`config.mk`:
```
export PLATFORM = sky130hd
export DESIGN_NAME = keycode_answer_entry
export DESIGN_NICKNAME = d
export VERILOG_FILES = /design/src/rtl/keycode_answer_pkg.sv /design/src/rtl/keycode_answer_entry_detect.sv /design/src/rtl/keycode_answer_entry.sv
export SDC_FILE = /design/constraint.sdc
export NUM_CORES = 1
export LEC_CHECK = 0
export BUFFER_PORTS_ARGS = -buffer_cell sky130_fd_sc_hd__buf_2
export CORE_MARGIN = 4
export CORE_UTILIZATION = 55
export DETAILED_ROUTE_END_ITERATION = 8
export PLACE_DENSITY_LB_ADDON = 0.12
export SLEW_MARGIN = 20
export SYNTH_ARGS = -nofsm -noshare
export SYNTH_HDL_FRONTEND = slang
export SYNTH_SLANG_ARGS = --single-unit
```
`constraint.sdc`:
```
create_clock -name clk_clk -period 3 [get_ports clk_clk]
set_clock_uncertainty 0.1 [all_clocks]
set_input_delay 0 -clock clk_clk [delete_from_list [all_inputs] [get_ports clk_clk]]
set_output_delay 0 -clock clk_clk [all_outputs]
set_load 0.02 [all_outputs]
```
`src/rtl/keycode_answer_pkg.sv`:
```
// Shared types, HID usage constants and key decode for the keycode answer-entry block.
package keycode_answer_pkg;

    localparam int NUM_DIGITS = 4;

    localparam logic [7:0] HID_A     = 8'h04;
    localparam logic [7:0] HID_F     = 8'h09;
    localparam logic [7:0] HID_1     = 8'h1E;
    localparam logic [7:0] HID_9     = 8'h26;
    localparam logic [7:0] HID_0     = 8'h27;
    localparam logic [7:0] HID_ENTER = 8'h28;
    localparam logic [7:0] HID_BKSP  = 8'h2A;

    typedef enum logic [1:0] {
        ST_IDLE,
        ST_ENTRY,
        ST_CHECK
    } state_e;

    typedef enum logic [1:0] {
        KEY_NONE,
        KEY_DIGIT,
        KEY_BKSP,
        KEY_ENTER
    } key_class_e;

    typedef struct packed {
        key_class_e cls;
        logic [3:0] value;
    } key_t;

    function automatic key_t decode_key(input logic [7:0] code);
        key_t k;
        k.cls   = KEY_NONE;
        k.value = 4'h0;
        if (code >= HID_A && code <= HID_F) begin
            k.cls   = KEY_DIGIT;
            k.value = 4'(code - HID_A) + 4'hA;
        end else if (code >= HID_1 && code <= HID_9) begin
            k.cls   = KEY_DIGIT;
            k.value = 4'(code - HID_1) + 4'h1;
        end else if (code == HID_0) begin
            k.cls   = KEY_DIGIT;
        end else if (code == HID_BKSP) begin
            k.cls   = KEY_BKSP;
        end else if (code == HID_ENTER) begin
            k.cls   = KEY_ENTER;
        end
        return k;
    endfunction

endpackage

```
`src/rtl/keycode_answer_entry_detect.sv`:
```
// Turns the raw HID keycode stream into one-cycle press events with a decoded class and value.
module hid_keypress_detect
    import keycode_answer_pkg::*;
(
    input  logic       clk,
    input  logic       reset_n,
    input  logic [7:0] keycode,
    output logic       key_event,
    output key_class_e key_class,
    output logic [3:0] key_value
);

    logic [7:0] keycode_prev;
    key_t       decoded;

    always_ff @(posedge clk) begin
        if (!reset_n) begin
            keycode_prev <= 8'h00;
        end else begin
            keycode_prev <= keycode;
        end
    end

    // A held key repeats the same code, so only a change to a non-zero code counts.
    assign key_event = (keycode != 8'h00) && (keycode != keycode_prev);
    assign decoded   = decode_key(keycode);
    assign key_class = decoded.cls;
    assign key_value = decoded.value;

endmodule

```
`src/rtl/keycode_answer_entry.sv`:
```
// Four-digit hex answer entry from HID keycodes with compare and optional answer window.
// Define KEYCODE_ANSWER_TIMEOUT_EN to enable the TIMEOUT_CYCLES answer-window timer.
module keycode_answer_entry
    import keycode_answer_pkg::*;
#(
    parameter int unsigned TIMEOUT_CYCLES = 500000000
) (
    input  logic        clk_clk,
    input  logic        reset_reset_n,
    input  logic [7:0]  keycode,
    input  logic [15:0] target,
    input  logic        start,
    output logic [15:0] entry_digits,
    output logic [2:0]  digit_count,
    output logic        busy,
    output logic        result_valid,
    output logic        result_correct,
    output logic        result_timeout
);

    if (TIMEOUT_CYCLES < 2) begin : g_timeout_check
        $error("keycode_answer_entry: TIMEOUT_CYCLES must be at least 2");
    end

    state_e      state, state_next;
    logic        key_event;
    key_class_e  key_class;
    logic [3:0]  key_value;
    logic [15:0] target_q;
    logic        timer_zero;
    logic        do_start, do_timeout, do_enter, do_digit, do_bksp;

    hid_keypress_detect u_detect (
        .clk       (clk_clk),
        .reset_n   (reset_reset_n),
        .keycode   (keycode),
        .key_event (key_event),
        .key_class (key_class),
        .key_value (key_value)
    );

    always_ff @(posedge clk_clk) begin
        if (!reset_reset_n) begin
            state <= ST_IDLE;
        end else begin
            state <= state_next;
        end
    end

    // Priority inside ENTRY: start, then timeout, then the key event.
    always_comb begin
        logic in_entry_keys;
        do_start      = start && (state != ST_CHECK);
        do_timeout    = (state == ST_ENTRY) && !start && timer_zero;
        in_entry_keys = (state == ST_ENTRY) && !start && !timer_zero && key_event;
        do_enter      = in_entry_keys && (key_class == KEY_ENTER)
                        && (digit_count == 3'(NUM_DIGITS));
        do_digit      = in_entry_keys && (key_class == KEY_DIGIT)
                        && (digit_count < 3'(NUM_DIGITS));
        do_bksp       = in_entry_keys && (key_class == KEY_BKSP)
                        && (digit_count != 3'd0);

        state_next = state;
        case (state)
            ST_IDLE:  if (do_start) state_next = ST_ENTRY;
            ST_ENTRY: begin
                if (do_start)        state_next = ST_ENTRY;
                else if (do_timeout) state_next = ST_IDLE;
                else if (do_enter)   state_next = ST_CHECK;
            end
            ST_CHECK: state_next = ST_IDLE;
            default:  state_next = ST_IDLE;
        endcase
    end

    always_comb begin
        busy = (state == ST_ENTRY) || (state == ST_CHECK);
    end

    always_ff @(posedge clk_clk) begin
        if (!reset_reset_n) begin
            entry_digits   <= 16'h0000;
            digit_count    <= 3'd0;
            result_valid   <= 1'b0;
            result_correct <= 1'b0;
            target_q       <= 16'h0000;
        end else begin
            result_valid <= 1'b0;
            if (do_start) begin
                entry_digits   <= 16'h0000;
                digit_count    <= 3'd0;
                result_correct <= 1'b0;
                target_q       <= target;
            end else if (do_timeout) begin
                result_valid   <= 1'b1;
                result_correct <= 1'b0;
            end else if (do_enter) begin
                result_valid   <= 1'b1;
                result_correct <= (entry_digits == target_q);
            end else if (do_digit) begin
                entry_digits <= {entry_digits[11:0], key_value};
                digit_count  <= digit_count + 3'd1;
            end else if (do_bksp) begin
                entry_digits <= entry_digits >> 4;
                digit_count  <= digit_count - 3'd1;
            end
        end
    end

`ifdef KEYCODE_ANSWER_TIMEOUT_EN
    localparam int TIMER_W = $clog2(TIMEOUT_CYCLES);

    logic [TIMER_W-1:0] timer;

    assign timer_zero = (timer == '0);

    always_ff @(posedge clk_clk) begin
        if (!reset_reset_n) begin
            timer          <= '0;
            result_timeout <= 1'b0;
        end else if (do_start) begin
            timer          <= TIMER_W'(TIMEOUT_CYCLES - 1);
            result_timeout <= 1'b0;
        end else if (do_timeout) begin
            result_timeout <= 1'b1;
        end else if (state == ST_ENTRY) begin
            timer <= timer - 1'b1;
        end
    end
`else
    assign timer_zero     = 1'b0;
    assign result_timeout = 1'b0;
`endif

endmodule

```
# Yosys cells after proc, flatten, opt, wreduce, memory -nomap -nowiden
# Cells that the tools add are included.
[totals]
register_bits = 47
out_inout_bits = 23
[op_classes]
n_addsub = 6
order_cmp = 5
n_eq_ne = 14
n_mux = 15
bitwise_logic = 2
n_reduce_logical = 21
[ops]
columns = ["cell", "count"]
rows = [
  ["two-way mux 16 bit", 2],
  ["== test 8 x 6 -> 1 bit, second input constant", 3],
  ["== test 16 bit", 1],
  ["two-way mux 2 bit", 7],
  ["logical AND 1 bit", 12],
  [">= comparator 8 x 3 -> 1 bit, second input constant", 1],
  [">= comparator 8 x 5 -> 1 bit, second input constant", 1],
  ["<= comparator 8 x 4 -> 1 bit, second input constant", 1],
  ["<= comparator 8 x 6 -> 1 bit, second input constant", 1],
  ["inequality test 8 bit", 1],
  ["nonzero test 8 bit", 1],
  ["== test 2 bit, second input constant", 3],
  ["two-way mux 3 bit", 2],
  ["two-way mux 6 bit", 1],
  ["adder 4 x 1 -> 4 bit, second input constant", 1],
  ["adder 4 bit, second input constant", 1],
  ["== test 2 x 1 -> 1 bit, second input constant", 2],
  ["two-way mux 4 bit", 1],
  ["inequality test 2 bit, second input constant", 2],
  ["one-hot mux 2 bit (2 select lines)", 1],
  ["AND reduction 2 bit", 2],
  ["subtractor 4 x 3 -> 4 bit, second input constant", 1],
  ["subtractor 4 bit, second input constant", 1],
  ["adder 3 x 1 -> 3 bit, second input constant", 1],
  ["12 further kinds", 13],
]

# Longest topological paths before layout
[logic_depth]
ltp_word = 12
mapped_depth = 12
mapped_depth_nobuf = 12

# Modules after synthesis
# From an unflattened synthesis, not the netlist that was laid out.
[hier_totals]
cells_unflattened = 296
hier_area_um2 = 2517.4
[by_module_without_submodules]
columns = ["module", "instances", "cells_per_inst", "area_per_inst_um2", "seq_area_each_um2"]
rows = [
  ["keycode_answer_entry", 1, 224, 1863.0, 780.7],
  ["hid_keypress_detect", 1, 72, 654.4, 160.2],
]

# Least setup slack after synthesis
# No wires, ideal clock.
[synth_timing]
path_type = "register to register"
startpoint = "register state[1]"
endpoint = "register digit_count[1]"
setup_time_ns = 0.088
arrival_time_ns = 2.248
slack_ns = 0.564
path_stages_with_launch = 11
n_path_buf = 0
period_less_slack_ns = 2.436
cell_sequence = "dfxtp_1 inv_1 ha_1 inv_1 a311oi_1 o21ai_1 a211o_1 inv_1 fa_1 a21boi_0 a311oi_2"
[synth_via]
elab_chain_len = 7
elab_cells_between_ends = 16
classes_between = "eq/ne (2); mux (1); bitwise (1); reduce/logical (12)"
[synth_lines]
columns = ["element", "line", "rtl"]
rows = [
  ["start: declaration", "keycode_answer_entry.sv:25", "state_e state, state_next;"],
  ["start signal: assignment", "keycode_answer_entry.sv:46", "state <= state_next;"],
  ["== test 2 x 1 -> 1 bit", "keycode_answer_entry.sv:55", "in_entry_keys = (state == ST_ENTRY) && !start && !timer_zero && key_event;"],
  ["logical AND 1 bit (2 in series)", "keycode_answer_entry.sv:55", ""],
  ["logical AND 1 bit (on tied branches)", "keycode_answer_entry.sv:58, keycode_answer_entry.sv:56, keycode_answer_entry.sv:60", ""],
  ["logical AND 1 bit (on tied branches)", "keycode_answer_entry.sv:59, keycode_answer_entry.sv:57, keycode_answer_entry.sv:61", ""],
  ["nonzero test 2 bit (no source line) / inverter 1 bit (equally long branches)", "n/a", ""],
  ["AND reduction 2 bit (no source line)", "n/a", ""],
  ["end signal: assignment", "keycode_answer_entry.sv:102", "digit_count <= digit_count + 3'd1;"],
  ["end signal: assignment", "keycode_answer_entry.sv:105", "digit_count <= digit_count - 3'd1;"],
  ["end: declaration", "keycode_answer_entry.sv:14", "output logic [2:0] digit_count,"],
]
# Parallel ways exist; a longest one is shown, timed or not.
# A chain may end at the register's enable or synchronous reset.

# Worst setup path after layout
[layout_timing]
startpoint = "input keycode[1]"
endpoint = "register digit_count[1]"
[layout_via]
elab_chain_len = 11
elab_cells_between_ends = 31
classes_between = "order compare (4); eq/ne (7); mux (6); bitwise (1); reduce/logical (13)"
[layout_lines]
columns = ["element", "line", "rtl"]
rows = [
  ["start: declaration", "keycode_answer_entry.sv:10", "input logic [7:0] keycode,"],
  ["== test 8 x 6 -> 1 bit", "keycode_answer_pkg.sv:46", "end else if (code == HID_ENTER) begin"],
  ["two-way mux 2 bit", "keycode_answer_pkg.sv:46", ""],
  ["two-way mux 2 bit", "keycode_answer_pkg.sv:44", "end else if (code == HID_BKSP) begin"],
  ["two-way mux 2 bit", "keycode_answer_pkg.sv:42", "end else if (code == HID_0) begin"],
  ["two-way mux 2 bit", "keycode_answer_pkg.sv:39", "end else if (code >= HID_1 && code <= HID_9) begin"],
  ["two-way mux 6 bit", "keycode_answer_pkg.sv:36", "if (code >= HID_A && code <= HID_F) begin"],
  ["== test 2 x 1 -> 1 bit (tied with other cells)", "keycode_answer_entry.sv:58", "do_digit = in_entry_keys && (key_class == KEY_DIGIT)"],
  ["logical AND 1 bit (on tied branches)", "keycode_answer_entry.sv:58, keycode_answer_entry.sv:56, keycode_answer_entry.sv:60", ""],
  ["logical AND 1 bit (on tied branches)", "keycode_answer_entry.sv:59, keycode_answer_entry.sv:57, keycode_answer_entry.sv:61", ""],
  ["nonzero test 2 bit (no source line) / inverter 1 bit (equally long branches)", "n/a", ""],
  ["AND reduction 2 bit (no source line)", "n/a", ""],
]
# Parallel ways exist; a longest one is shown, timed or not.

==> run_results.csv <==
group,metric,value,unit
status,status,"finished, final reports clean",
sta,layout_setup_ws,0.219,ns
detailed_routing,dr.first_iter.drc_count,183,
setup_path,crit_path_cell_trace,"dlygate4sd3_1 -> buf_2 -> inv_1 -> ha_1 -> a311oi_1 -> o21ai_1 -> a211o_1 -> inv_1 -> fa_1 -> a21boi_0 -> a311oi_2",
synth,yosysTopAreaCellShare,0.378,
synth,synthesis.area,0.00249,sq mm
power,ir_drop,0.000296,V
layout,drive_gt1_frac,0.186,
grt,grt_max_degree,33,
grt,gr-total-overflow,0,
setup_path,cp.required,3.11,ns
hold_path,whs_path_depth,2,
sta,worst_slew_pin_slew,0.850,ns
die,die-area,0.00566,sq mm
die,die_x,75.3,um
synth,synth_edf_count,0,
die,start_util,0.571,
sta,drv_slew,0,
power,switchingPower,303,uW
setup_path,critical_path_arrival,2.89,ns
grt,antenna_found_initial,0,
die,chipHeight,75.3,um
hold_path,hold_end,"target_q[0]",
setup_path,r2r_start,"state[1]",
layout,nFillCells,379,
clocking,cts_tree,"done",
setup_path,rr_endpoint,"digit_count[1]",
power,p_total,1.27,mW
synth,postSynthAreaPerCell,8.73,sq um
power,power_frac_clock,0.357,
setup_path,cp_top_family,"compound AO/OA/AOI/OAI gates",
synth,synthTopCellsByArea,"dfxtp_1, xnor2_1, nand2_1",
die,row_count,24,
clocking,cts_resized,0,
clocking,hold_buffers,24,
sta,fmax,360,MHz
sta,hold_viol_final,0,
detailed_routing,num_vias,2155,
run,max_cap_viol_count,0,
sta,fin_crit,2.78,ns
setup_path,worst_setup_path_end_kind,"register",
synth,ys_seq_area_frac,0.378,
power,switching_share,0.239,
synth,ys_seq_elements,47,
sta,final-setup-viol-count,0,
power,power_frac_seq,0.516,
sta,tns,0,ns
grt,first_global_vias,1958,
detailed_routing,vias_per_cell,5.36,
synth,ys_types,46,
clocking,cts.htree.levels,2,
detailed_routing,first_pass_iters,4,
place,hpwlAfterDp,3910,um
hold_path,hold_path.class,"primary input to register",
clocking,clock_sinks,47,
power,cellInternalPower,966,uW
setup_path,start_kind,"primary input",
synth,syn-num-nets,324,
detailed_routing,route.detailed.drc,0,
layout,nets,389,
setup_path,rrSetupSlack,0.38,ns
sta,fin_crit_sh,0.927,
hold_path,min-delay-start,"reset_reset_n",
power,p_leak,1.35,nW
synth,yosysTopAreaCell,"dfxtp_1",
detailed_routing,routed_wl,5590,um
synth,ys.flop_type,"dfxtp_1",
synth,async_flop_share,0,
layout,fin_util,0.706,
synth,syn_inst,285,
place,pre_cts_ws,0.426,ns
place,place_congestion,0.821,
sta,rsz0062_at_grt,"no",
layout,syn_to_final_growth,23.5,%
die,ios,50,
clocking,clkLatencyLatePin,0.30,ns
clocking,clockBufferDepth,2,
layout,diodes,0,
setup_path,slowest_delay,0.51,ns
place,port_buffers,48,
clocking,cts_buffers,5,
setup_path,critical_path_class,"primary input to register",
clocking,cts-root-buf,"clkbuf_8",
place,placed_cells,371,
setup_path,path_buf_inv,4,
setup_path,slowest_stage,"dlygate4sd3_1",
setup_path,cp_common_cell,"inv_1",
sta,relSlewSlack,0.431,
setup_path,crit_fanout,9,
synth,yosys_warnings,0,
power,power-per-cell-area,413,mW/mm^2
setup_path,ff2ff_path_depth,10,
grt,grt_pass1_wl,9240,um
layout,fin_cells,402,
clocking,post-cts-setup-buffers,0,
detailed_routing,wl_per_cell,13.9,um
power,power_frac_comb,0.128,
clocking,cts.clk_slew.worst_paths,0.09,ns
detailed_routing,ant_nets,0,
grt,track_usage,0.210,
die,core_area,0.00435,sq mm
==> sequential cells by signal (all words and copies together) (netlist names) <==
register,cells
digit_count,3
result_valid,1
entry_digits,16
u_detect.keycode_prev,8
target_q,16
result_correct,1
state,2
==> worst max path at each step <==
| stage | from | endpoint | slack [ns] | cells after the start |
|---|---|---|---|---|
| final | keycode[1] | digit_count[1] | 0.22 | 11 |
| after CTS | keycode[1] | digit_count[1] | 0.23 | 11 |
| after global routing | keycode[1] | digit_count[1] | 0.0004 | 11 |
| after detailed placement | state[1] | digit_count[1] | 0.43 | 10 |
| after global placement | state[1] | digit_count[1] | 0.51 | 10 |
| after floorplan | state[1] | digit_count[1] | 0.56 | 10 |
==> synthesized netlist by cell type, types with 2 or more instances <==
| library cell | number |
|---|---|
| nand3_1 | 8 |
| dfxtp_1 | 47 |
| xor2_1 | 5 |
| ha_1 | 11 |
| o211ai_1 | 2 |
| nor2_1 | 7 |
| clkbuf_1 | 8 |
| inv_1 | 12 |
| o22ai_1 | 2 |
| nand2b_1 | 5 |
| a21oi_1 | 20 |
| nor3_1 | 4 |
| a21boi_0 | 17 |
| nand2_1 | 39 |
| mux2i_1 | 12 |
| nand4_1 | 6 |
| a211oi_1 | 2 |
| xnor2_1 | 20 |
| buf_2 | 5 |
| o21ai_0 | 16 |
| nor2b_1 | 2 |
| and2_1 | 9 |
| buf_4 | 3 |
==> cell families after synthesis <==
family | synth area share
XOR/XNOR | 0.0880
AO/OA/AOI/OAI | 0.197
AND/OR/NAND/NOR | 0.170
buffers and inverters | 0.0538
adder cells (fa/ha/maj) | 0.0634
flip-flops | 0.378
other | 0.00151
multiplexers | 0.0483
==> layout by cell type, fill, tap and decap left out, drive strengths merged, types with 9 or more instances in the layout <==
| master | n |
|---|---|
| a21boi | 17 |
| a21oi | 20 |
| and2 | 9 |
| buf | 51 |
| dfxtp | 47 |
| dlygate4sd3 | 24 |
| ha | 11 |
| inv | 12 |
| mux2i | 12 |
| nand2 | 39 |
| o21ai | 18 |
| xnor2 | 20 |
==> metal layers <==
layer  global-route usage  vias up  wire [um]
met5                    0        -          0
met4               0.0641        0         67
met3               0.0360       10        273
met2                0.314       48       2530
met1                0.308      991       2720
li1                     -     1106          -
==> metrics by stage <==
step                hold slack (ns)  area, sq um
floorplan                    0.0217         2490
global placement              0.150         2730
detailed placement            0.160         2730
CTS                          0.0576         3070
global route                 0.0699         3070
finish                       0.0661         3070
==> power groups by stage <==
stage | Combinational (mW) | Sequential (mW) | Clock [mW]
2_1_floorplan | 0.0958 | 0.668 | 0
3_3_place_gp | 0.134 | 0.668 | 0
3_5_place_dp | 0.137 | 0.669 | 0
4_1_cts | 0.162 | 0.655 | 0.462
5_1_grt | 0.182 | 0.657 | 0.485
6_report | 0.162 | 0.654 | 0.453
==> layout make-up <==
class	instances	area [sq um]	area share
sequential	47	941	0.306
inverter	12	45.0	0.0147
multi-input combinational	209	1410	0.460
clock buffer	5	68.8	0.0224
tap	52	65.1	0.0212
clock inverter	2	37.5	0.0122
timing repair buffer	75	503	0.164
Note: power is estimated with default switching activity, not from simulation.
